$ cat src/rtl/alu_pkg.sv
// Purpose: shared constants for the iterative ALU units (FSM encoding, default width).
// Latency: n/a (declarations only).
// Backpressure: n/a (declarations only).
package alu_pkg;

    // Default operand/result width for the sequential divider.
    localparam int DIV_WIDTH_DEFAULT = 8;

    // Start/done FSM encoding shared by iterative units.
    localparam logic [1:0] ST_IDLE = 2'd0;
    localparam logic [1:0] ST_RUN  = 2'd1;
    localparam logic [1:0] ST_DONE = 2'd2;

endpackage

$ cat src/rtl/div_trial_sub.sv
// Purpose: combinational ripple-borrow subtractor used for the divider's trial subtraction.
// Latency: 0 cycles (pure combinational).
// Backpressure: none.
// Ports: a, b (W bits) -> diff = a - b (W bits), borrow_out = 1 when b > a.
module div_trial_sub #(
    parameter int W = 9
) (
    input  logic [W-1:0] a,
    input  logic [W-1:0] b,
    output logic [W-1:0] diff,
    output logic         borrow_out
);

    // borrow[i] is the borrow into bit i; the chain starts with no borrow-in.
    logic [W:0] borrow;

    assign borrow[0] = 1'b0;

    for (genvar i = 0; i < W; i++) begin : g_bit
        assign diff[i]     = a[i] ^ b[i] ^ borrow[i];
        assign borrow[i+1] = (~a[i] & b[i]) | (~(a[i] ^ b[i]) & borrow[i]);
    end

    assign borrow_out = borrow[W];

endmodule

$ cat src/rtl/div_seq_8.sv
// Purpose: sequential restoring unsigned divider, one quotient bit per cycle.
// Latency: done WIDTH+1 cycles after an accepted start (1 cycle for zero divisor with detect on).
// Backpressure: start accepted only in IDLE or DONE; ignored while busy.
// Ports: clk, rst (async, active-high); start/dividend/divisor in;
//        busy, done (1-cycle pulse), quotient, remainder, div_by_zero out (all registered).
// Option: define DIV_ZERO_DETECT_EN to flag a zero divisor and finish in one cycle;
//         otherwise div_by_zero is tied low and a zero divisor runs the full latency.
module div_seq_8 import alu_pkg::*; #(
    parameter int WIDTH = DIV_WIDTH_DEFAULT
) (
    input  logic             clk,
    input  logic             rst,
    input  logic             start,
    input  logic [WIDTH-1:0] dividend,
    input  logic [WIDTH-1:0] divisor,
    output logic             busy,
    output logic             done,
    output logic [WIDTH-1:0] quotient,
    output logic [WIDTH-1:0] remainder,
    output logic             div_by_zero
);

    localparam int CW = $clog2(WIDTH);
    localparam logic [CW-1:0] CNT_LAST = CW'(WIDTH - 1);

    logic [1:0]       state_q;
    logic [CW-1:0]    cnt_q;
    logic [WIDTH-1:0] d_q;
    logic [WIDTH-1:0] q_q;
    logic [WIDTH-1:0] r_q;
    logic             busy_q;
    logic             done_q;

    // Trial operand: partial remainder with the next dividend bit shifted in.
    logic [WIDTH:0]   trial_a;
    logic [WIDTH:0]   trial_b;
    logic [WIDTH:0]   trial_diff;
    logic             trial_borrow;

    assign trial_a = {r_q, q_q[WIDTH-1]};
    assign trial_b = {1'b0, d_q};

    div_trial_sub #(
        .W (WIDTH + 1)
    ) u_trial_sub (
        .a          (trial_a),
        .b          (trial_b),
        .diff       (trial_diff),
        .borrow_out (trial_borrow)
    );

    // The partial remainder stays below the divisor, so only the low WIDTH
    // bits of either the difference or the trial operand are ever kept.
    logic unused_trial_msbs;
    assign unused_trial_msbs = ^{trial_diff[WIDTH], trial_a[WIDTH]};

    logic accept;
    assign accept = start && (state_q == ST_IDLE || state_q == ST_DONE);

`ifdef DIV_ZERO_DETECT_EN
    logic dbz_q;
`endif

    always_ff @(posedge clk or posedge rst) begin
        if (rst) begin
            state_q <= ST_IDLE;
            cnt_q   <= '0;
            d_q     <= '0;
            q_q     <= '0;
            r_q     <= '0;
            busy_q  <= 1'b0;
            done_q  <= 1'b0;
`ifdef DIV_ZERO_DETECT_EN
            dbz_q   <= 1'b0;
`endif
        end else begin
            case (state_q)
                ST_IDLE, ST_DONE: begin
                    done_q <= 1'b0;
                    if (accept) begin
`ifdef DIV_ZERO_DETECT_EN
                        if (divisor == '0) begin
                            // Early exit: results are known without iterating.
                            d_q     <= divisor;
                            q_q     <= '1;
                            r_q     <= dividend;
                            dbz_q   <= 1'b1;
                            busy_q  <= 1'b0;
                            done_q  <= 1'b1;
                            state_q <= ST_DONE;
                        end else begin
                            dbz_q   <= 1'b0;
                            d_q     <= divisor;
                            q_q     <= dividend;
                            r_q     <= '0;
                            cnt_q   <= CNT_LAST;
                            busy_q  <= 1'b1;
                            state_q <= ST_RUN;
                        end
`else
                        d_q     <= divisor;
                        q_q     <= dividend;
                        r_q     <= '0;
                        cnt_q   <= CNT_LAST;
                        busy_q  <= 1'b1;
                        state_q <= ST_RUN;
`endif
                    end else begin
                        state_q <= ST_IDLE;
                    end
                end

                ST_RUN: begin
                    // Restore on borrow: keep the shifted remainder untouched.
                    r_q <= trial_borrow ? trial_a[WIDTH-1:0] : trial_diff[WIDTH-1:0];
                    q_q <= {q_q[WIDTH-2:0], ~trial_borrow};
                    if (cnt_q == '0) begin
                        busy_q  <= 1'b0;
                        done_q  <= 1'b1;
                        state_q <= ST_DONE;
                    end else begin
                        cnt_q <= cnt_q - 1'b1;
                    end
                end

                default: begin
                    busy_q  <= 1'b0;
                    done_q  <= 1'b0;
                    state_q <= ST_IDLE;
                end
            endcase
        end
    end

    assign busy      = busy_q;
    assign done      = done_q;
    assign quotient  = q_q;
    assign remainder = r_q;

`ifdef DIV_ZERO_DETECT_EN
    assign div_by_zero = dbz_q;
`else
    assign div_by_zero = 1'b0;
`endif

endmodule

$ cat config.mk
export PLATFORM = sky130hd
export DESIGN_NAME = div_seq_8
export DESIGN_NICKNAME = d
export VERILOG_FILES = /design/src/rtl/alu_pkg.sv /design/src/rtl/div_trial_sub.sv /design/src/rtl/div_seq_8.sv
export SDC_FILE = /design/constraint.sdc
export NUM_CORES = 1
export LEC_CHECK = 0
export CAP_MARGIN = 5
export CELL_PAD_IN_SITES_DETAIL_PLACEMENT = 0
export CELL_PAD_IN_SITES_GLOBAL_PLACEMENT = 1
export CORE_ASPECT_RATIO = 0.6
export CORE_UTILIZATION = 37
export CTS_CLUSTER_DIAMETER = 80
export DETAILED_ROUTE_END_ITERATION = 12
export PLACE_DENSITY = 0.78
export SKIP_LAST_GASP = 1
export SLEW_MARGIN = 15
export SYNTH_ARGS = -nofsm -noshare
export SYNTH_HDL_FRONTEND = slang
export SYNTH_SLANG_ARGS = --single-unit
$ cat constraint.sdc
create_clock -name clk -period 5.6 [get_ports clk]
set_clock_uncertainty 0.1 [all_clocks]
set_input_delay 0.56 -clock clk [delete_from_list [all_inputs] [get_ports clk]]
set_output_delay 0.56 -clock clk [all_outputs]
set_load 0.01 [all_outputs]
==> reports/metrics.csv, run 1 <==
stage,metric,value,unit
status,status,finished clean,
timing,setup_viol,0,
global_routing,grt_max_degree,31,
route,vias_per_cell,4.86,
route,routed_wl,3290,um
timing,fin_tns_setup,0,ns
yosys,synth_top_family_by_area,simple AND/OR/NAND/NOR gates,
clocking,ctsLongestPathBuffers,2,
timing,period_share,77.1,%
worst_setup_path,cp_slowest_stage_delay,0.40,ns
worst_setup_path,worst_path_most_repeated_cell,fa_1,
yosys,yosysWarnings,0,
route,firstDrtPassIters,4,
worst_setup_path,critPathMaxFanout,10,
floorplan,die_h,52.0,um
clocking,cts_tree,yes,
clocking,holdBufCountCts,0,
placed_design,hpwlAfterDp,2420,um
yosys,yosys.area_share.simple,16.6,%
clocking,h-tree-depth,2,
worst_setup_path,crit_path_top_delay_cell,nand2b_1,
route,drc,0,
worst_setup_path,path_buf_inv,1,
route,antenna_left,0,
worst_setup_path,crit_path_start_kind,register,
timing,hold_viol,0,
power,power_density,661,nW/um2
yosys,yosysSeqAreaShare,48.7,%
worst_setup_path,worstSetupEndpointType,register,
yosys,synth_compound_area_share,10.2,%
final_layout,nFillCells,347,
global_routing,gr-usage-all-layers,16.9,%
floorplan,fp.coreArea,3830,um2
hold_path,min_path_type,register to register,
timing,grt_setup_unrepaired,false,
power,power_frac_clock,13.7,%
placed_design,port_buffers,36,
floorplan,initial_core_util,40.2,%
power,comb_power_share,54.8,%
yosys,synth_adder_area_share,11.5,%
worst_setup_path,critical_path_required,5.67,ns
power,seq_power_share,31.5,%
yosys,ys_types,26,
timing,final_max_slew_viol_count,0,
timing,fin_crit,4.32,ns
yosys,synthesis.nets,176,
final_layout,drive_gt1_share,6.52,%
worst_setup_path,cp_top_family,adder cells,
timing,relSlewSlack,49.0,%
power,net-switching-power,521,uW
worst_setup_path,path_class,register to register,
global_routing,overflow,0,
final_layout,final_core_util,52.1,%
final_layout,diodes,0,
power,intPower,798,uW
global_routing,antenna_found_initial,0,
clocking,numCtsBuffers,5,
yosys,synth_cells,147,
yosys,synth_xor_xnor_area_share,0,%
floorplan,die-area,4430,um2
placed_design,place_congestion,0.729,
power,leakagePower,0.947,nW
clocking,cts_sinks,30,
route,avgRoutedWirePerCell,14.2,um
route,num_vias,1123,
global_routing,grt_pass1_wl,5640,um
clocking,cts.repair.resized,0,
yosys,ys_seq_elements,30,
yosys,synthMuxAreaShare,5.20,%
clocking,cts_setup_buffers,0,
job,cap_violations,0,
route,drt-initial-drc-count,28,
worst_setup_path,arrival,4.39,ns
final_layout,synthToLayoutAreaGrowth,29.6,%
yosys,syn_avg_cell_area,10.5,um2
final_layout,finalNetCount,212,
power,ir_drop,0.245,mV
worst_setup_path,crit_path_cell_trace,inv_1 -> ha_1 -> fa_1 -> fa_1 -> fa_1 -> fa_1 -> fa_1 -> fa_1 -> fa_1 -> nand2b_1 -> nand2_1 -> a32o_1,
floorplan,placementRows,17,
clocking,clk_latency,0.28,ns
timing,max_freq,0.232,GHz
global_routing,grt_pass1_vias,1173,
yosys,syn_area,1540,um2
floorplan,die_x,85.3,um
power,p_sw_share,39.5,%
clocking,clkSlewWorstSetupHoldPaths,0.07,ns
power,total_power,1.32,mW
floorplan,io_pins,38,
timing,worstMarginPinSlew,0.765,ns
clocking,cts_root_buf,clkbuf_8,
per-layer routing:
| metal | routed length [um] | global-route usage, % | part of all wire [%] | vias up |
|---|---|---|---|---|
| li1 | - | - | - | 554 |
| met1 | 1790 | 24.7 | 54 | 545 |
| met2 | 1360 | 24.3 | 41 | 20 |
| met3 | 103 | 4.13 | 3.1 | 4 |
| met4 | 39 | 5.83 | 1.2 | 0 |
| met5 | 0 | 0 | 0 | - |
stage by stage:
step           worst slack [ns]  std cells  hold slack (ns)  cell area [um2]
2_1_floorplan              1.58        147            0.346             1540
3_3_place_gp               1.42        223            0.371             1900
3_5_place_dp               1.31        223            0.379             1900
4_1_cts                    1.28        231            0.395             2000
5_1_grt                    1.09        231            0.413             2000
6_report                   1.28        231            0.387             2000
layout make-up:
cell class | count | area, um2 | area share (%)
tap | 47 | 58.8 | 2.95
multi-input combinational | 96 | 674 | 33.8
inverter | 12 | 45.0 | 2.26
sequential | 30 | 751 | 37.6
clock inverter | 1 | 5.00 | 0.251
clock buffer | 7 | 86.3 | 4.33
timing repair buffer | 38 | 375 | 18.8
flip-flops by register name, summed over array words and instances (netlist names):
signal / cells
busy: 1
cnt_q: 3
d_q: 8
done: 1
quotient: 8
remainder: 8
state_q: 1
cell families after synthesis:
kind of cell	after synthesis
fa+ha+maj	10
simple gates	55
compound gates	22
flops	30
mux	8
buf+inv	21
other cells	1
power by group through the flow:
stage / registers [mW] / clock network, mW / logic [mW]
global route: 0.430 / 0.197 / 0.812
global placement: 0.417 / 0 / 0.699
floorplan: 0.430 / 0 / 0.495
finish: 0.416 / 0.180 / 0.723
CTS: 0.418 / 0.185 / 0.731
detailed placement: 0.421 / 0 / 0.729
placed cells by master, fill, tap and decap left out:
cell,instances
nor2b_4,1
a31oi_1,1
nand2_2,1
inv_1,12
ha_1,3
buf_4,2
o22ai_1,7
a22oi_1,1
nor2b_1,1
nor2_1,9
clkdlybuf4s50_1,36
fa_1,7
conb_1,1
nor3_1,6
nand3_1,1
and3_1,1
a22o_1,8
clkbuf_1,1
mux2i_1,8
dfrtp_1,30
clkinv_2,1
clkbuf_8,6
o21ai_0,1
nor2_4,1
a21oi_1,3
a32o_1,1
nand2_1,28
nand2b_1,6
worst paths after layout:
path	from	endpoint	slack [ns]	cells after the start
max reg2reg	quotient[7]	remainder[0]	1.28	12
min in group asynchronous	rst	d_q[3]	0.56	3
min	d_q[0]	d_q[0]	0.39	2
max	quotient[7]	remainder[0]	1.28	12
min reg2reg	d_q[0]	d_q[0]	0.39	2
max in group asynchronous	rst	remainder[7]	4.56	3
Yosys cell counts:
cell type,number,share of area [%]
dfrtp_1,30,49
nand2_1,28,6.8
inv_1,12,2.9
nor2_1,9,2.2
a22o_1,8,4.5
mux2i_1,8,5.2
fa_1,7,9.1
o22ai_1,7,2.8
nand2b_1,6,2.4
nor3_1,6,1.9
buf_4,5,2.4
a21oi_1,3,0.97
ha_1,3,2.4
buf_2,2,0.65
buf_6,2,1.5
a22oi_1,1,0.49
a31oi_1,1,0.41
a32o_1,1,0.65
and3_1,1,0.41
conb_1,1,0.24
nand2_2,1,0.41
nand3_1,1,0.32
nor2_4,1,0.73
nor2b_1,1,0.41
nor2b_4,1,0.89
o21ai_0,1,0.32
worst register-to-register path, cell delays in order (launching register included):
cell and delay [ns]:
dfrtp_1 0.34, inv_1 0.07, ha_1 0.21, fa_1 0.37
fa_1 0.38, fa_1 0.39, fa_1 0.40, fa_1 0.39
fa_1 0.39, fa_1 0.38, nand2b_1 0.40, nand2_1 0.13
a32o_1 0.27
Power figures use the tool's default switching activity.
==> run 2: changes to the inputs <==
--- a/config.mk
+++ b/config.mk
@@ -9,10 +9,10 @@
 export CELL_PAD_IN_SITES_DETAIL_PLACEMENT = 0
 export CELL_PAD_IN_SITES_GLOBAL_PLACEMENT = 1
 export CORE_ASPECT_RATIO = 0.6
-export CORE_UTILIZATION = 37
+export CORE_UTILIZATION = 34
 export CTS_CLUSTER_DIAMETER = 80
 export DETAILED_ROUTE_END_ITERATION = 12
-export PLACE_DENSITY = 0.78
+export PLACE_DENSITY = 0.76
 export SKIP_LAST_GASP = 1
 export SLEW_MARGIN = 15
 export SYNTH_ARGS = -nofsm -noshare
==> constraint.sdc (replaced) <==
create_clock -name clk -period 3.8 [get_ports clk]
set_clock_uncertainty 0.1 [all_clocks]
set_input_delay 0.38 -clock clk [delete_from_list [all_inputs] [get_ports clk]]
set_output_delay 0.38 -clock clk [all_outputs]
set_load 0.01 [all_outputs]
==> reports/metrics.csv, run 2 (synthesis gave the netlist of run 1 again) <==
stage,metric,value,unit,change
global_routing,antenna_found_initial,0,,unchanged
worst_setup_path,worstSetupEndpointType,register,,
clocking,h-tree-depth,2,,unchanged
route,routed.top_layer,met4,,
worst_setup_path,critPathMaxFanout,5,,-5
route,drc,0,,unchanged
status,status,finished clean,,
final_layout,synthToLayoutAreaGrowth,38.1,%,
placed_design,hpwlAfterDp,2350,um,-2.9%
global_routing,grt_pass1_vias,1153,,-1.7%
route,antenna_left,0,,unchanged
route,met1_length,1740,um,-2.9%
floorplan,die-area,4810,um2,+8.5%
final_layout,final_cell_mix,"clkdlybuf4s50_1, dfrtp_1, nand2_1, inv_1, nor2_1",,
route,drt-initial-drc-count,30,,+7.1%
hold_path,min_path_type,input port to asynchronous set/reset pin,,
final_layout,multi_input_area,728,um2,+8.0%
clocking,clkSlewWorstSetupHoldPaths,0.07,ns,about the same
clocking,cts_root_buf,clkbuf_8,,
global_routing,grt_max_degree,31,,unchanged
timing,max_freq,0.265,GHz,+14%
final_layout,drive_gt1_share,15.9,%,+9.4 points
timing,relSlewSlack,50.5,%,+1.5 points
route,num_vias,1193,,+6.2%
floorplan,fp.coreArea,4230,um2,+11%
floorplan,die_h,54.1,um,+4.2%
timing,grt_setup_unrepaired,true,,
floorplan,io_pins,38,,unchanged
clocking,numCtsBuffers,5,,unchanged
final_layout,seq_area,751,um2,unchanged
power,power_density,1010,nW/um2,+53%
timing,fin_tns_setup,0,ns,unchanged
global_routing,overflow,0,,unchanged
clocking,clk_latency,0.29,ns,about the same
clocking,ctsLongestPathBuffers,2,,unchanged
floorplan,die_x,88.9,um,+4.2%
global_routing,gr-usage-all-layers,16.2,%,-0.64 points
route,wl_met2,1430,um,+5.4%
route,vias_per_cell,4.79,,-1.4%
route,routed_wl,3400,um,+3.4%
timing,worstMarginPinSlew,0.743,ns,-0.0225 ns
worst_setup_path,crit_path_start_kind,register,,
final_layout,fin_cells,249,,+7.8%
placed_design,place_congestion,0.759,,+4.1%
worst_setup_path,critical_path_required,3.88,ns,-1.79 ns
placed_design,port_buffers,36,,unchanged
floorplan,placementRows,18,,+1
timing,hold_viol,0,,unchanged
route,avgRoutedWirePerCell,13.6,um,-4.1%
route,dr_wl_met3,173,um,+68%
power,leakagePower,0.992,nW,+4.7%
timing,final_max_slew_viol_count,0,,unchanged
timing,fin_crit,3.78,ns,-0.542 ns
timing,setup_viol,0,,unchanged
final_layout,nFillCells,417,,+20%
clocking,cts_tree,yes,,
power,ir_drop,0.358,mV,+46%
final_layout,finalNetCount,217,,+2.4%
clocking,cts_sinks,30,,unchanged
final_layout,diodes,0,,unchanged
global_routing,grt_pass1_wl,5490,um,-2.6%
job,cap_violations,0,,unchanged
worst_setup_path,path_class,register to register,,
route,firstDrtPassIters,4,,unchanged
floorplan,initial_core_util,36.4,%,-3.9 points
placed_design,dpl.cell_count,238,,+6.7%
timing,period_share,99.4,%,+22 points
worst_setup_path,arrival,3.85,ns,-0.54 ns
final_layout,final_common_cell,clkdlybuf4s50_1,,
worst_setup_path,reg2reg_slack,0.02,ns,-1.26 ns
## run 2: cell types whose count changed in the layout (fill, tap and decap cells not counted), moves of 2 or more
cell,before,now
fa_1,7,0
fa_2,0,7
buf_4,2,5
nand2b_1,6,4
nand2b_4,0,2
## run 2: layout make-up
cell class,instances,share of cell area [%]
Sequential cell,30,35.3
Clock inverter,1,0.235
Multi-Input combinational cell,96,34.2
Tap cell,60,3.53
Inverter,12,2.12
Timing Repair Buffer,43,20.5
Clock buffer,7,4.06
## run 2: worst max-delay path: stages, from the launching register on
cell and delay [ns]:
dfrtp_1 0.41, ha_4 0.17, fa_2 0.33, fa_2 0.34
fa_2 0.34, fa_2 0.34, fa_2 0.34, fa_2 0.34
fa_2 0.36, nand2b_4 0.12, buf_6 0.14, nand2_4 0.05
a32o_2 0.26
## run 2: layer usage
layer,track usage (%),vias to the layer above
met1,21.7,585
li1,-,573
met3,6.13,7
met2,23.2,28
met5,0,-
met4,7.80,0
## run 2: where the power goes
group | switching (mW) | total [mW] | internal (mW) | leakage [nW]
Sequential | 0.135 | 0.622 | 0.487 | 0.356
Clock | 0.125 | 0.271 | 0.146 | 0.0482
Combinational | 0.575 | 1.26 | 0.688 | 0.587
## run 2: final timing paths
check,startpoint,to,depth (start not counted)
max,d_q[0],remainder[0],12
min,rst,done,3
max reg2reg,d_q[0],remainder[0],12
min reg2reg,cnt_q[0],cnt_q[0],1
max in group asynchronous,rst,remainder[3],3
min in group clk,cnt_q[0],cnt_q[0],1
## run 2: stage by stage
step                      utilization (%)  hold slack [ns]  cell area (um2)  setup WS (ns)  total power, mW
after detailed placement             46.4            0.374             1960        -0.0248             1.75
after global placement               46.4            0.362             1960         0.0494             1.71
after global routing                 50.2            0.412             2130        -0.0650             2.34
final                                50.2            0.358             2130         0.0228             2.16
after CTS                            50.0            0.360             2120        -0.0327             2.15
after floorplan                         -            0.346             1560         0.0401             1.39
## run 2: repair_timing
item	CTS	global route
hold buffers	0	0
pin swaps	0	1
setup buffers	2	1
endpoints found under the setup margin	4	9
gates resized for setup	4	7
cloned	1	0
==> run 3: changes to the inputs <==
--- a/config.mk
+++ b/config.mk
@@ -5,12 +5,12 @@
 export SDC_FILE = /design/constraint.sdc
 export NUM_CORES = 1
 export LEC_CHECK = 0
+export ABC_CLOCK_PERIOD_IN_PS = 3800
 export CAP_MARGIN = 5
 export CELL_PAD_IN_SITES_DETAIL_PLACEMENT = 0
 export CELL_PAD_IN_SITES_GLOBAL_PLACEMENT = 1
 export CORE_ASPECT_RATIO = 0.6
 export CORE_UTILIZATION = 34
-export CTS_CLUSTER_DIAMETER = 80
 export DETAILED_ROUTE_END_ITERATION = 12
 export PLACE_DENSITY = 0.76
 export SKIP_LAST_GASP = 1
==> results of run 3 <==
No change in the layout: final DEF, timing and power equal those of run 2.
